$ cat config.mk
export PLATFORM = sky130hd
export DESIGN_NAME = flag_cond_unit
export DESIGN_NICKNAME = d
export VERILOG_FILES = /design/src/rtl/alu_pkg.sv /design/src/rtl/cond_eval.sv /design/src/rtl/flag_cond_unit.sv
export SDC_FILE = /design/constraint.sdc
export NUM_CORES = 1
export LEC_CHECK = 0
export BUFFER_PORTS_ARGS = -buffer_cell sky130_fd_sc_hd__clkbuf_2
export CAP_MARGIN = 20
export CORE_MARGIN = 10
export CORE_UTILIZATION = 50
export DETAILED_ROUTE_END_ITERATION = 10
export PLACE_DENSITY = 0.9
export RECOVER_POWER = 100
export SETUP_SLACK_MARGIN = 0.05
export SKIP_LAST_GASP = 1
export SYNTH_ARGS = -nofsm -noshare
export SYNTH_HDL_FRONTEND = slang
export SYNTH_SLANG_ARGS = --single-unit
$ cat constraint.sdc
create_clock -name clk -period 4 [get_ports clk]
set_input_delay 0.4 -clock clk [delete_from_list [all_inputs] [get_ports clk]]
set_output_delay 0.4 -clock clk [all_outputs]
set_load 0.005 [all_outputs]
$ cat src/rtl/alu_pkg.sv
// -----------------------------------------------------------------------------
// alu_pkg
//
// Purpose:
//   Shared definitions for the NZCV flag path. The ALU flag-setting stage, the
//   flag/condition unit and the branch unit all use these definitions, so the
//   bit positions and condition encodings have a single home.
//
// Contents:
//   FLAG_N/FLAG_Z/FLAG_C/FLAG_V  bit positions inside a 4-bit {N,Z,C,V} word
//   cond_e                       the 16 architectural condition codes
//   nzcv_t                       packed view of a flag word
//   pack_nzcv()                  build a flag word from four separate bits
// -----------------------------------------------------------------------------
package alu_pkg;

    // Bit positions of the flags inside a 4-bit flag word.
    localparam int FLAG_N = 3;
    localparam int FLAG_Z = 2;
    localparam int FLAG_C = 1;
    localparam int FLAG_V = 0;

    localparam int FLAGS_W = 4;
    localparam int COND_W  = 4;

    // Condition codes. Odd codes are the logical inverse of the even code
    // just below them.
    typedef enum logic [COND_W-1:0] {
        COND_EQ = 4'd0,   // Z
        COND_NE = 4'd1,   // !Z
        COND_CS = 4'd2,   // C
        COND_CC = 4'd3,   // !C
        COND_MI = 4'd4,   // N
        COND_PL = 4'd5,   // !N
        COND_VS = 4'd6,   // V
        COND_VC = 4'd7,   // !V
        COND_HI = 4'd8,   // C & !Z
        COND_LS = 4'd9,   // !C | Z
        COND_GE = 4'd10,  // N == V
        COND_LT = 4'd11,  // N != V
        COND_GT = 4'd12,  // !Z & (N == V)
        COND_LE = 4'd13,  // Z | (N != V)
        COND_AL = 4'd14,  // always
        COND_NV = 4'd15   // never
    } cond_e;

    // Packed view whose field order matches FLAG_N..FLAG_V.
    typedef struct packed {
        logic n;
        logic z;
        logic c;
        logic v;
    } nzcv_t;

    // Assemble a flag word from individual flag bits.
    function automatic logic [FLAGS_W-1:0] pack_nzcv(
        input logic n,
        input logic z,
        input logic c,
        input logic v
    );
        nzcv_t f;
        f.n = n;
        f.z = z;
        f.c = c;
        f.v = v;
        return f;
    endfunction

endpackage : alu_pkg

$ cat src/rtl/cond_eval.sv
// -----------------------------------------------------------------------------
// cond_eval
//
// Purpose:
//   Purely combinational evaluation of a 4-bit condition code against a
//   4-bit NZCV flag word. It has no state, so the branch unit can instantiate
//   it unchanged.
//
// Ports:
//   flags [3:0]  in   flag word, {N,Z,C,V} = [3:0]
//   cond  [3:0]  in   condition code (see alu_pkg::cond_e)
//   pass         out  1 when the condition holds for the given flags
// -----------------------------------------------------------------------------
module cond_eval
    import alu_pkg::*;
(
    input  logic [FLAGS_W-1:0] flags,
    input  logic [COND_W-1:0]  cond,
    output logic               pass
);

    logic n;
    logic z;
    logic c;
    logic v;

    assign n = flags[FLAG_N];
    assign z = flags[FLAG_Z];
    assign c = flags[FLAG_C];
    assign v = flags[FLAG_V];

    always_comb begin
        // NOTE: assigning a default before the case keeps this block purely
        // combinational even if an arm is later removed; no latch can form.
        pass = 1'b0;
        case (cond_e'(cond))
            COND_EQ: pass = z;
            COND_NE: pass = !z;
            COND_CS: pass = c;
            COND_CC: pass = !c;
            COND_MI: pass = n;
            COND_PL: pass = !n;
            COND_VS: pass = v;
            COND_VC: pass = !v;
            COND_HI: pass = c && !z;
            COND_LS: pass = !c || z;
            COND_GE: pass = (n == v);
            COND_LT: pass = (n != v);
            COND_GT: pass = !z && (n == v);
            COND_LE: pass = z || (n != v);
            COND_AL: pass = 1'b1;
            COND_NV: pass = 1'b0;
        endcase
    end

endmodule : cond_eval

$ cat src/rtl/flag_cond_unit.sv
// -----------------------------------------------------------------------------
// flag_cond_unit
//
// Purpose:
//   Consumer end of the NZCV flag interface. Holds the architectural flag
//   register, counts in-flight flag writers (S=1 instructions issued but not
//   yet written back), stalls condition requests while any writer is
//   outstanding, and returns pass/fail for each accepted request through a
//   single-entry registered valid/ready response buffer.
//
// Configuration:
//   FLAG_BYPASS_EN  when defined, a request arriving in the cycle of the last
//                   outstanding flag write (pend_cnt==1, no new alloc) is not
//                   stalled and is evaluated directly from flag_wr_data.
//                   When undefined, requests wait for pend_cnt==0 and use the
//                   registered flags, one bubble later.
//
// Parameters:
//   TAG_W   width of the instruction tag carried request -> response
//   PEND_W  width of the pending-writer counter (max 2**PEND_W-1 writers)
//
// Ports:
//   clk            in   clock
//   rst            in   synchronous active-high reset
//   flag_alloc     in   an S=1 instruction issued; a flag write will follow
//   alloc_ready    out  pending counter not saturated
//   flag_wr_valid  in   flag write from the ALU this cycle
//   flag_wr_data   in   new flags {N,Z,C,V}
//   req_valid      in   condition request valid
//   req_ready      out  request accepted this cycle when req_valid is high
//   req_cond       in   condition code
//   req_tag        in   instruction tag
//   rsp_valid      out  response valid
//   rsp_ready      in   downstream accepts response
//   rsp_pass       out  condition true
//   rsp_tag        out  tag of the accepted request
//   flags          out  current flag register
//   underflow_err  out  sticky: flag write arrived with no pending writer
// -----------------------------------------------------------------------------
module flag_cond_unit
    import alu_pkg::*;
#(
    parameter int TAG_W  = 4,
    parameter int PEND_W = 3
) (
    input  logic               clk,
    input  logic               rst,

    input  logic               flag_alloc,
    output logic               alloc_ready,

    input  logic               flag_wr_valid,
    input  logic [FLAGS_W-1:0] flag_wr_data,

    input  logic               req_valid,
    output logic               req_ready,
    input  logic [COND_W-1:0]  req_cond,
    input  logic [TAG_W-1:0]   req_tag,

    output logic               rsp_valid,
    input  logic               rsp_ready,
    output logic               rsp_pass,
    output logic [TAG_W-1:0]   rsp_tag,

    output logic [FLAGS_W-1:0] flags,
    output logic               underflow_err
);

    localparam logic [PEND_W-1:0] PEND_MAX  = '1;
    localparam logic [PEND_W-1:0] PEND_ZERO = '0;
    localparam logic [PEND_W-1:0] PEND_ONE  = {{(PEND_W-1){1'b0}}, 1'b1};

    logic [PEND_W-1:0]  pend_cnt;
    logic               alloc_ok;
    logic               bypass;
    logic               stall;
    logic               accept;
    logic [FLAGS_W-1:0] eval_flags;
    logic               eval_pass;

    // -------------------------------------------------------------------------
    // Handshake and stall logic
    // -------------------------------------------------------------------------
    assign alloc_ready = (pend_cnt != PEND_MAX);

    // An alloc against a saturated counter is dropped rather than wrapping.
    assign alloc_ok = flag_alloc && alloc_ready;

`ifdef FLAG_BYPASS_EN
    // The write landing this cycle retires the only outstanding writer and
    // no new writer is being issued, so flag_wr_data is already the value
    // the request must see.
    assign bypass     = flag_wr_valid && (pend_cnt == PEND_ONE) && !flag_alloc;
    assign eval_flags = bypass ? flag_wr_data : flags;
`else
    assign bypass     = 1'b0;
    assign eval_flags = flags;
`endif

    assign stall     = (pend_cnt != PEND_ZERO) && !bypass;
    assign req_ready = !stall && (!rsp_valid || rsp_ready);
    assign accept    = req_valid && req_ready;

    cond_eval u_cond_eval (
        .flags (eval_flags),
        .cond  (req_cond),
        .pass  (eval_pass)
    );

    // -------------------------------------------------------------------------
    // Pending-writer counter and sticky underflow flag
    // -------------------------------------------------------------------------
    // NOTE: all state in this module is updated with non-blocking assignments
    // so every register samples the pre-edge values of its neighbours.
    always_ff @(posedge clk) begin
        if (rst) begin
            pend_cnt      <= PEND_ZERO;
            underflow_err <= 1'b0;
        end else begin
            case ({alloc_ok, flag_wr_valid})
                2'b10: pend_cnt <= pend_cnt + PEND_ONE;
                2'b01: begin
                    if (pend_cnt != PEND_ZERO) begin
                        pend_cnt <= pend_cnt - PEND_ONE;
                    end else begin
                        // Unmatched write: counter stays at zero, error sticks.
                        underflow_err <= 1'b1;
                    end
                end
                // Alloc and write cancel out; idle leaves the count alone.
                default: pend_cnt <= pend_cnt;
            endcase
        end
    end

    // -------------------------------------------------------------------------
    // Architectural flag register
    // -------------------------------------------------------------------------
    always_ff @(posedge clk) begin
        if (rst) begin
            flags <= '0;
        end else if (flag_wr_valid) begin
            flags <= flag_wr_data;
        end
    end

    // -------------------------------------------------------------------------
    // Single-entry response buffer
    // -------------------------------------------------------------------------
    // req_ready already folds in "buffer empty or draining", so an accept
    // can always overwrite the entry; otherwise the entry holds until
    // rsp_ready drains it.
    always_ff @(posedge clk) begin
        if (rst) begin
            rsp_valid <= 1'b0;
            rsp_pass  <= 1'b0;
            rsp_tag   <= '0;
        end else if (accept) begin
            rsp_valid <= 1'b1;
            rsp_pass  <= eval_pass;
            rsp_tag   <= req_tag;
        end else if (rsp_ready) begin
            rsp_valid <= 1'b0;
        end
    end

endmodule : flag_cond_unit

# --- Word level (Yosys, flattened, before mapping) ---
# Index checks and enable logic that the tools add are counted.
classes:
  add_sub_neg: 2
  n_eq_ne: 21
  n_mux: 5
  n_bitwise: 1
  reduce_logical: 20
op_table:
  columns: ["cell", "count"]
  rows:
  - ["4-bit equality test, second input constant", 8]
  - ["4-bit by 3-bit equality test with 1-bit output, second input constant", 4]
  - ["1-bit one-hot mux with 16 select lines", 1]
  - ["4-bit by 2-bit equality test with 1-bit output, second input constant", 2]
  - ["1-bit zero test", 6]
  - ["3-bit one-hot mux with 2 select lines", 1]
  - ["1-bit logical AND", 5]
  - ["4-bit by 1-bit equality test with 1-bit output, second input constant", 1]
  - ["4-bit zero test", 1]
  - ["2-bit AND reduction", 2]
  - ["2-bit nonzero test", 2]
  - ["3-bit by 1-bit adder with 3-bit output, second input constant", 1]
  - ["1-bit logical OR", 3]
  - ["3-bit two-way mux", 1]
  - ["3-bit != test, second input constant", 1]
  - ["3-bit nonzero test", 1]
  - ["3-bit by 1-bit subtractor with 3-bit output, second input constant", 1]
  - ["2-bit by 1-bit equality test with 1-bit output, second input constant", 1]
  - ["2-bit equality test, second input constant", 1]
  - ["1-bit two-way mux", 2]
  - ["2-bit != test, second input constant", 1]
  - ["1-bit equality test", 1]
  - ["1-bit != test", 1]
  - ["1-bit NOT", 1]
totals:
  register_bits: 14
  out_inout_bits: 13

# --- Logic depth before layout (Yosys ltp) ---
# Gate-level depths: netlist of run 1.
depth:
  depth_word: 5
  ltp_mapped: 9
  mapped_depth_nobuf: 8

# --- Cells and area by module ---
# From an unflattened synthesis of run 1, not the netlist that was laid out.
unflattened:
  hier_cells: 108
  area_unflattened_um2: 977.2
modules_own_cells:
  columns: ["module", "instances", "cells_each", "area_each_um2", "seq_area_each_um2"]
  rows:
  - ["flag_cond_unit", 1, 85, 822.0, 280.3]
  - ["cond_eval", 1, 23, 155.1, 0.0]

# --- Worst setup path after synthesis of run 1 ---
# No wires, ideal clock.
synth_path:
  kind: "input port to flip-flop"
  from: "input flag_wr_valid"
  to: "register pend_cnt[1]"
  setup_time_ns: 0.092
  arrival_ns: 2.051
  t_required_ns: 3.908
  path_slack_ns: 1.857
  cell_stages: 7
  path_cell_list: "clkbuf_1 > buf_1 > nand2_1 > fa_1 > a22oi_1 > o22ai_1 > nor4_1"
synth_via:
  elab_chain_len: 3
  elab_cells_between_ends: 6
synth_rtl:
  columns: ["item", "line_no", "rtl"]
  rows:
  - ["start: declaration", "flag_cond_unit.sv:52", "input logic flag_wr_valid,"]
  - ["2-bit by 1-bit equality test with 1-bit output or 2-bit equality test (tied branches)", "flag_cond_unit.sv:120", "case ({alloc_ok, flag_wr_valid})"]
  - ["2-bit != test (no source line) or 2-bit nonzero test (tied branches)", null, null]
  - ["2-bit AND reduction (no source line)", null, null]
  - ["end signal: assignment", "flag_cond_unit.sv:121", "2'b10: pend_cnt <= pend_cnt + PEND_ONE;"]
  - ["end signal: assignment", "flag_cond_unit.sv:124", "pend_cnt <= pend_cnt - PEND_ONE;"]
  - ["end signal: assignment", "flag_cond_unit.sv:131", "default: pend_cnt <= pend_cnt;"]
  - ["end: declaration", "flag_cond_unit.sv:73", "logic [PEND_W-1:0] pend_cnt;"]
# Parallel ways exist; a longest one is shown, timed or not.
# A chain may end at the register's enable or synchronous reset.

# --- Final worst setup path of run 1 ---
layout_path:
  from: "input flag_wr_valid"
  to: "register pend_cnt[2]"
# Same word-level chain as after synthesis.

==> out/qor.log, run 1 <==
INFO  detailed_routing wl=2.170mm
INFO  yosys          synth.top_cells.by_count=17 x sky130_fd_sc_hd__nor2_1, 14 x sky130_fd_sc_hd__dfxtp_1, 10 x sky130_fd_sc_hd__mux2i_1
INFO  detailed_routing routed_via_density=5.878
INFO  grt            grt_first_pass_wirelength=3.574mm
INFO  sta            final.setup_skew=0.001403ns
INFO  clock_tree     cts-root-buf=sky130_fd_sc_hd__clkbuf_4
INFO  floorplanning  die_width=61.37um
INFO  yosys          synth.net_count=125
INFO  placement      gpl.final_weighted_congestion=0.7488
INFO  clock_tree     cts_tree=yes
INFO  clock_tree     numClockSinks=14
INFO  detailed_routing first_pass_iters=4
INFO  pwr            power_internal=0.2279mW
INFO  yosys          post_synthesis_async_set_or_reset_flop_share=0%
INFO  clock_tree     cts-resized-gates=0
INFO  detailed_routing detailedRoute.firstIterationViolations=23
INFO  yosys          netlist.area_leader.share=32.75%
INFO  placement      detailedPlacementHpwl=1.732mm
INFO  clock_tree     cts_setup_buffers=0
INFO  clock_tree     ctsHoldBuffers=0
INFO  finish         layout.nets=152
INFO  placement      port_buffers=30
INFO  detailed_routing route.detailed.wl_per_inst=14.76um
INFO  worst_hold_path hp-class=input pin to flop
INFO  worst_setup_path cp_data_required_time=4.19ns
INFO  yosys          synth_flop_cell=sky130_fd_sc_hd__dfxtp_1
INFO  sta            min_period_over_period=53.49%
INFO  sta            slew_violations=0
INFO  flow_run       drv_cap=0
INFO  pwr            p_switching=0.1056mW
INFO  detailed_routing via_count=864
INFO  detailed_routing ant_nets=0
INFO  worst_setup_path worstPathArrival=2.33ns
INFO  pwr            power.clock.fraction=24.2%
INFO  clock_tree     clockBufferDepth=2
INFO  yosys          mean_syn_cell_area=8.074um2
INFO  yosys          syn_inst=106
INFO  worst_setup_path crit_fanout=17
INFO  grt            grt_pass1_vias=846
INFO  pwr            pwr-share-comb=27.0%
INFO  finish         post_route_cells_drive_above_1_share=17.56%
INFO  pwr            power.share.switching=31.67%
INFO  clock_tree     insertion_delay_of_the_later_clocked_pin_in_the_worst_skew_pair=0.29ns
INFO  yosys          syn-cell-area=855.8um2
INFO  grt            globalRouteOverflowTotal=0
INFO  clock_tree     cts_max_level=1
INFO  sta            worst-slew-pin-transition=0.7867ns
INFO  yosys          yosysSeqAreaShare=32.75%
INFO  finish         area_growth_syn_to_layout=16.08%
INFO  yosys          synth_edf_count=0
INFO  floorplanning  die_h=61.37um
INFO  worst_setup_path timing_worst_setup_path_type=input pin to flop
INFO  floorplanning  floorplan.initialDensity=54.90%
INFO  clock_tree     cts_buffers=3
INFO  floorplanning  core.rowCount=14
INFO  clock_tree     clk_pin_slew=0.08ns
INFO  yosys          synth_top_cells_by_area=sky130_fd_sc_hd__dfxtp_1 33%, sky130_fd_sc_hd__mux2i_1 12%, sky130_fd_sc_hd__nor2_1 7.5%
INFO  sta            totalNegativeSetupSlack=0ns
INFO  yosys          yosys.cell_types.count=30
INFO  yosys          synth-warning-count=0
INFO  pwr            sequential_cell_fraction_of_total_power=48.9%
INFO  outcome        result_of_the_run=complete, no violations
INFO  sta            grt_setup_unrepaired=false
INFO  sta            timing.final.crit_period=2.140ns
INFO  sta            timing.fmax=0.4674GHz
INFO  yosys          most_used_standard_cell_by_instance_count_after_synthesis=sky130_fd_sc_hd__nor2_1
INFO  yosys          synth_seq_cells=14
INFO  finish         n_antenna_cell=0
INFO  finish         utilization=63.72%
INFO  sta            max-slew-margin-rel=47.55%
INFO  floorplanning  io_pins=31
INFO  pwr            cellLeakagePower=0.4229nW
INFO  sta            final-setup-viol-count=0
INFO  worst_setup_path crit_path_end_kind=flop
INFO  pwr            vdd_drop_max=196.3uV
INFO  pwr            p_per_area=335.6nW/um2
INFO  yosys          synth_top_area_cell=sky130_fd_sc_hd__dfxtp_1
INFO  worst_setup_path worstSetupStartpointType=input pin
INFO  sta            finalHoldViolCount=0
INFO  grt            grtUsageTotal=12.56%
INFO  grt            antenna_found_initial=0
INFO  floorplanning  dieArea=3766um2
INFO  floorplanning  design.core.area=1559um2
INFO  grt            grt_max_degree=18
INFO  detailed_routing remaining_drc_errors=0
[sequential cells by signal, summed over array words and instances (netlist names)]
signal         flops
underflow_err      1
rsp_valid          1
rsp_pass           1
rsp_tag            4
flags              4
pend_cnt           3
[worst max-delay path, cell delays in order]
cell and delay [ns]:
sky130_fd_sc_hd__clkbuf_1 0.58, sky130_fd_sc_hd__nand2_1 0.18, sky130_fd_sc_hd__fa_1 0.46, sky130_fd_sc_hd__nor2b_1 0.15
sky130_fd_sc_hd__a211oi_1 0.25, sky130_fd_sc_hd__a31oi_1 0.09, sky130_fd_sc_hd__nor4_1 0.23
[per-layer routing]
metal  part of all wire [%]  GRT usage [%]
met1                     36          12.24
met2                     51          21.30
met3                     11          6.173
met4                    2.0          7.325
met5                      0              0
[logic make-up (layout without fill, tap and decap cells)]
logic type	count (synthesis)	in the layout	synth area share [%]
DFF	14	14	32.75
muxes	12	12	14.77
AOI/OAI and AO/OA	21	21	17.25
xor gates and xnor gates	2	2	2.047
buffers and inverters	12	37	6.139
adders and majority gates	1	1	2.339
and+or+nand+nor	44	44	24.71
[layout make-up]
class                      instances  area [um2]
fill                             139       565.5
timing repair buffer              30       132.6
sequential                        14       280.3
clock buffer                       3       22.52
inverter                           4       15.01
multi-input combinational         80       523.0
tap                               16       20.02
[power by group through the flow]
stage / registers [mW] / clock network, mW / logic, mW
4_1_cts: 0.163 / 0.0827 / 0.0935
3_3_place_gp: 0.165 / 0 / 0.0891
5_1_grt: 0.165 / 0.0883 / 0.101
2_1_floorplan: 0.161 / 0 / 0.0674
3_5_place_dp: 0.166 / 0 / 0.0932
6_report: 0.163 / 0.0805 / 0.0899
[cell usage in the layout (no fill, tap or decap), types with 3 or more instances in the layout]
cell / instances
sky130_fd_sc_hd__a211oi_1: 4
sky130_fd_sc_hd__a21oi_1: 4
sky130_fd_sc_hd__a31oi_1: 4
sky130_fd_sc_hd__clkbuf_1: 14
sky130_fd_sc_hd__clkbuf_2: 16
sky130_fd_sc_hd__clkbuf_4: 3
sky130_fd_sc_hd__dfxtp_1: 14
sky130_fd_sc_hd__inv_1: 4
sky130_fd_sc_hd__mux2i_1: 10
sky130_fd_sc_hd__nand2_1: 7
sky130_fd_sc_hd__nand2b_1: 3
sky130_fd_sc_hd__nor2_1: 17
sky130_fd_sc_hd__nor2b_1: 5
sky130_fd_sc_hd__nor4_1: 5
sky130_fd_sc_hd__o22ai_1: 3
[final timing paths]
| kind | from | depth (start not counted) | to | slack, ns |
|---|---|---|---|---|
| setup reg to reg | pend_cnt[2]$_SDFFE_PP0P_ | 8 | pend_cnt[2]$_SDFFE_PP0P_ | 1.89 |
| hold / removal | req_tag[3] | 3 | rsp_tag[3]$_SDFFE_PP0P_ | 0.34 |
| hold reg to reg | rsp_pass$_SDFFE_PP0P_ | 2 | rsp_pass$_SDFFE_PP0P_ | 0.48 |
| setup / recovery | flag_wr_valid | 7 | pend_cnt[2]$_SDFFE_PP0P_ | 1.86 |
[stage by stage]
step	power [mW]	hold slack, ns	worst slack (ns)	instances	cell area (um2)
after floorplan	0.2280	0.4605	1.857	106	855.8
after global placement	0.2544	0.4580	2.086	144	988.4
after detailed placement	0.2592	0.4748	1.963	144	988.4
after CTS	0.3391	0.3418	1.960	147	1011
after global routing	0.3548	0.3451	1.720	147	993.5
final	0.3335	0.3414	1.861	147	993.5
(Power assumes the default switching activity.)
==> run 2: changes to the inputs <==
--- a/config.mk
+++ b/config.mk
@@ -8,9 +8,9 @@
 export BUFFER_PORTS_ARGS = -buffer_cell sky130_fd_sc_hd__clkbuf_2
 export CAP_MARGIN = 20
 export CORE_MARGIN = 10
-export CORE_UTILIZATION = 50
+export CORE_UTILIZATION = 48
 export DETAILED_ROUTE_END_ITERATION = 10
-export PLACE_DENSITY = 0.9
+export PLACE_DENSITY = 0.87
 export RECOVER_POWER = 100
 export SETUP_SLACK_MARGIN = 0.05
 export SKIP_LAST_GASP = 1
==> constraint.sdc (replaced) <==
create_clock -name clk -period 2.2 [get_ports clk]
set_input_delay 0.22 -clock clk [delete_from_list [all_inputs] [get_ports clk]]
set_output_delay 0.22 -clock clk [all_outputs]
set_load 0.005 [all_outputs]
==> run 2 against run 1 <==
Combinational power grew 100%. Critical endpoint unchanged. Register-to-register slack lost 1.7 ns. Power up 99%. Final area is 5.0% higher. Non-clock buffer count grew 4. Critical path type is now flop to flop. Largest cell class unchanged. First-iteration DRC count grew 22%. Routed wire length increased by 12%. Clock power increased by 140%.
==> out/qor.log, run 2 (synthesis gave the netlist of run 1 again) <==
INFO  floorplanning  io_pins=31 [unchanged]
INFO  sta            final-setup-viol-count=0 [unchanged]
INFO  finish         area_growth_syn_to_layout=21.93%
INFO  pwr            cellLeakagePower=0.4490nW [+6.2%]
INFO  sta            finalHoldViolCount=0 [unchanged]
INFO  floorplanning  floorplan.initialDensity=50.11% [-4.8 points]
INFO  clock_tree     clockBufferDepth=2 [unchanged]
INFO  worst_setup_path worst_path_cell_chain=nand3_1 > nand2_1 > nand2_1 > fa_1 > nor2b_1 > a211oi_1 > a31oi_1 > nor4_1
INFO  clock_tree     cts-root-buf=sky130_fd_sc_hd__clkbuf_4
INFO  detailed_routing ant_nets=0 [unchanged]
INFO  clock_tree     cts_max_level=1 [unchanged]
INFO  sta            min_period_over_period=89.63%
INFO  sta            grt_setup_unrepaired=false
INFO  pwr            p_per_area=637.0nW/um2 [+90%]
INFO  worst_setup_path timing.critical_path.buf_inv=0 [-1]
INFO  grt            global_route.usage.met1=13.00% [+0.76 points]
INFO  clock_tree     cts-resized-gates=0 [unchanged]
INFO  detailed_routing detailedRoute.firstIterationViolations=28 [+22%]
INFO  detailed_routing route.detailed.wl_per_inst=15.12um [+2.4%]
INFO  sta            final_setup_margin=0.2282ns [-1.632 ns]
INFO  worst_setup_path critPathMostFrequentCell=sky130_fd_sc_hd__nand2_1
INFO  clock_tree     clk_pin_slew=0.10ns [+0.02 ns]
INFO  grt            antenna_found_initial=0 [unchanged]
INFO  finish         biggestRegsByFlops=flags x4, rsp_tag x4, pend_cnt x3
INFO  detailed_routing via_count=873 [+1.0%]
INFO  worst_setup_path critical_path_s_top_delay_family=simple AND/OR/NAND/NOR gates
INFO  placement      dp_worst_setup_slack=0.3229ns [-1.640 ns]
INFO  worst_setup_path crit_path_max_incr_delay=0.49ns [-0.09 ns]
INFO  worst_setup_path worstPathArrival=2.18ns [-0.15 ns]
INFO  grt            grt.met2_usage=22.05% [+0.75 points]
INFO  finish         post_route_cells_drive_above_1_share=20.59% [+3.0 points]
INFO  finish         layout.nets=156 [+2.6%]
INFO  sta            max-slew-margin-rel=68.89% [+21 points]
INFO  worst_setup_path cp_data_required_time=2.41ns [-1.78 ns]
INFO  floorplanning  core.rowCount=15 [+1]
INFO  sta            timing.final.crit_period=1.972ns
INFO  clock_tree     cts_buffers=3 [unchanged]
INFO  placement      detailedPlacementHpwl=1.888mm [+9.0%]
INFO  outcome        result_of_the_run=complete, no violations
INFO  worst_hold_path hp-class=input pin to flop
INFO  grt            gr-max-usage-layer=met2
INFO  pwr            vdd_drop_max=479.6uV [+140%]
INFO  finish         n_antenna_cell=0 [unchanged]
INFO  detailed_routing routed_via_density=5.422 [-7.7%]
INFO  worst_setup_path cp_slowest_cell=sky130_fd_sc_hd__dfxtp_1
INFO  grt            grt_pass1_vias=900 [+6.4%]
INFO  worst_setup_path crit_path_end_kind=flop
INFO  clock_tree     cts_tree=yes
INFO  placement      port_buffers=30 [unchanged]
INFO  floorplanning  design.core.area=1708um2 [+9.6%]
INFO  sta            worst-slew-pin-transition=0.4666ns [-0.3201 ns]
INFO  flow_run       drv_cap=0 [unchanged]
INFO  grt            grt_max_degree=17 [-1]
INFO  finish         utilization=61.10% [-2.6 points]
INFO  clock_tree     insertion_delay_of_the_later_clocked_pin_in_the_worst_skew_pair=0.29ns [about the same]
INFO  worst_setup_path worstSetupStartpointType=flop
INFO  sta            final.setup_skew=0.01091ns [+0.009506 ns]
INFO  placement      gpl.final_weighted_congestion=0.8237 [+10%]
INFO  grt            grt_first_pass_wirelength=4.029mm [+13%]
INFO  finish         layout.cells.most_common=sky130_fd_sc_hd__clkbuf_2
INFO  clock_tree     ctsHoldBuffers=0 [unchanged]
INFO  floorplanning  die_h=62.23um [+1.4%]
INFO  sta            timing.fmax=0.5071GHz
INFO  sta            slew_violations=0 [unchanged]
INFO  finish         most_frequent_cells_in_the_layout=18 x sky130_fd_sc_hd__clkbuf_2, 17 x sky130_fd_sc_hd__nor2_1, 14 x sky130_fd_sc_hd__dfxtp_1
INFO  detailed_routing remaining_drc_errors=0 [unchanged]
INFO  grt            globalRouteOverflowTotal=0 [unchanged]
INFO  worst_setup_path timing_worst_setup_path_type=flop to flop
INFO  detailed_routing first_pass_iters=4 [unchanged]
INFO  worst_setup_path crit_fanout=10 [-7]
INFO  floorplanning  die_width=62.23um [+1.4%]
INFO  grt            grtUsageTotal=12.35% [-0.21 points]
INFO  grt            met3_usage=4.301% [-1.9 points]
INFO  floorplanning  dieArea=3872um2 [+2.8%]
INFO  sta            totalNegativeSetupSlack=0ns [unchanged]
INFO  detailed_routing wl=2.434mm [+12%]
INFO  clock_tree     cts_setup_buffers=0 [unchanged]
INFO  clock_tree     numClockSinks=14 [unchanged]
-- run 2: cell type report --
class	count	area (um2)
fill	164	664.4
clock buffer	4	36.28
tap	25	31.28
inverter	4	15.01
sequential	14	280.3
multi-input combinational	80	523.0
timing repair buffer	34	157.7
-- run 2: worst reg2reg max path, cell delays in order, from the launching register on --
cell and delay (ns):
sky130_fd_sc_hd__dfxtp_1 0.49, sky130_fd_sc_hd__nand3_1 0.14, sky130_fd_sc_hd__nand2_1 0.08, sky130_fd_sc_hd__nand2_1 0.07, sky130_fd_sc_hd__fa_1 0.42, sky130_fd_sc_hd__nor2b_1 0.16
sky130_fd_sc_hd__a211oi_1 0.27, sky130_fd_sc_hd__a31oi_1 0.09, sky130_fd_sc_hd__nor4_1 0.17
-- run 2: routing by layer --
layer / part of all wire [%] / routed length (um) / vias to the layer above
li1: - / - / 435
met5: 0 / 0 / -
met1: 38 / 931 / 393
met3: 7.8 / 191 / 4
met4: 1.2 / 29 / 0
met2: 53 / 1281 / 41
-- run 2: path summary, 6_finish.rpt --
| kind | from | to | slack, ns | depth (start not counted) |
|---|---|---|---|---|
| max reg2reg | pend_cnt[0]$_SDFFE_PP0P_ | pend_cnt[2]$_SDFFE_PP0P_ | 0.23 | 8 |
| max | pend_cnt[0]$_SDFFE_PP0P_ | pend_cnt[2]$_SDFFE_PP0P_ | 0.23 | 8 |
| min reg2reg | underflow_err$_SDFFE_PP0P_ | underflow_err$_SDFFE_PP0P_ | 0.49 | 2 |
| min | req_tag[0] | rsp_tag[0]$_SDFFE_PP0P_ | 0.16 | 3 |
-- run 2: through the flow --
stage	total power, mW	hold slack (ns)	instance area (um2)	instances
floorplan	0.4146	0.2894	855.8	106
global placement	0.4729	0.4496	1030	157
detailed placement	0.4836	0.4658	1030	157
CTS	0.6730	0.1606	1066	161
global route	0.6970	0.1779	1044	161
finish	0.6647	0.1601	1044	161
-- run 2: power by group --
group / switching (mW) / internal [mW] / total [mW]
registers: 0.0172 / 0.274 / 0.291
logic: 0.0995 / 0.0817 / 0.181
clock network: 0.0915 / 0.101 / 0.192
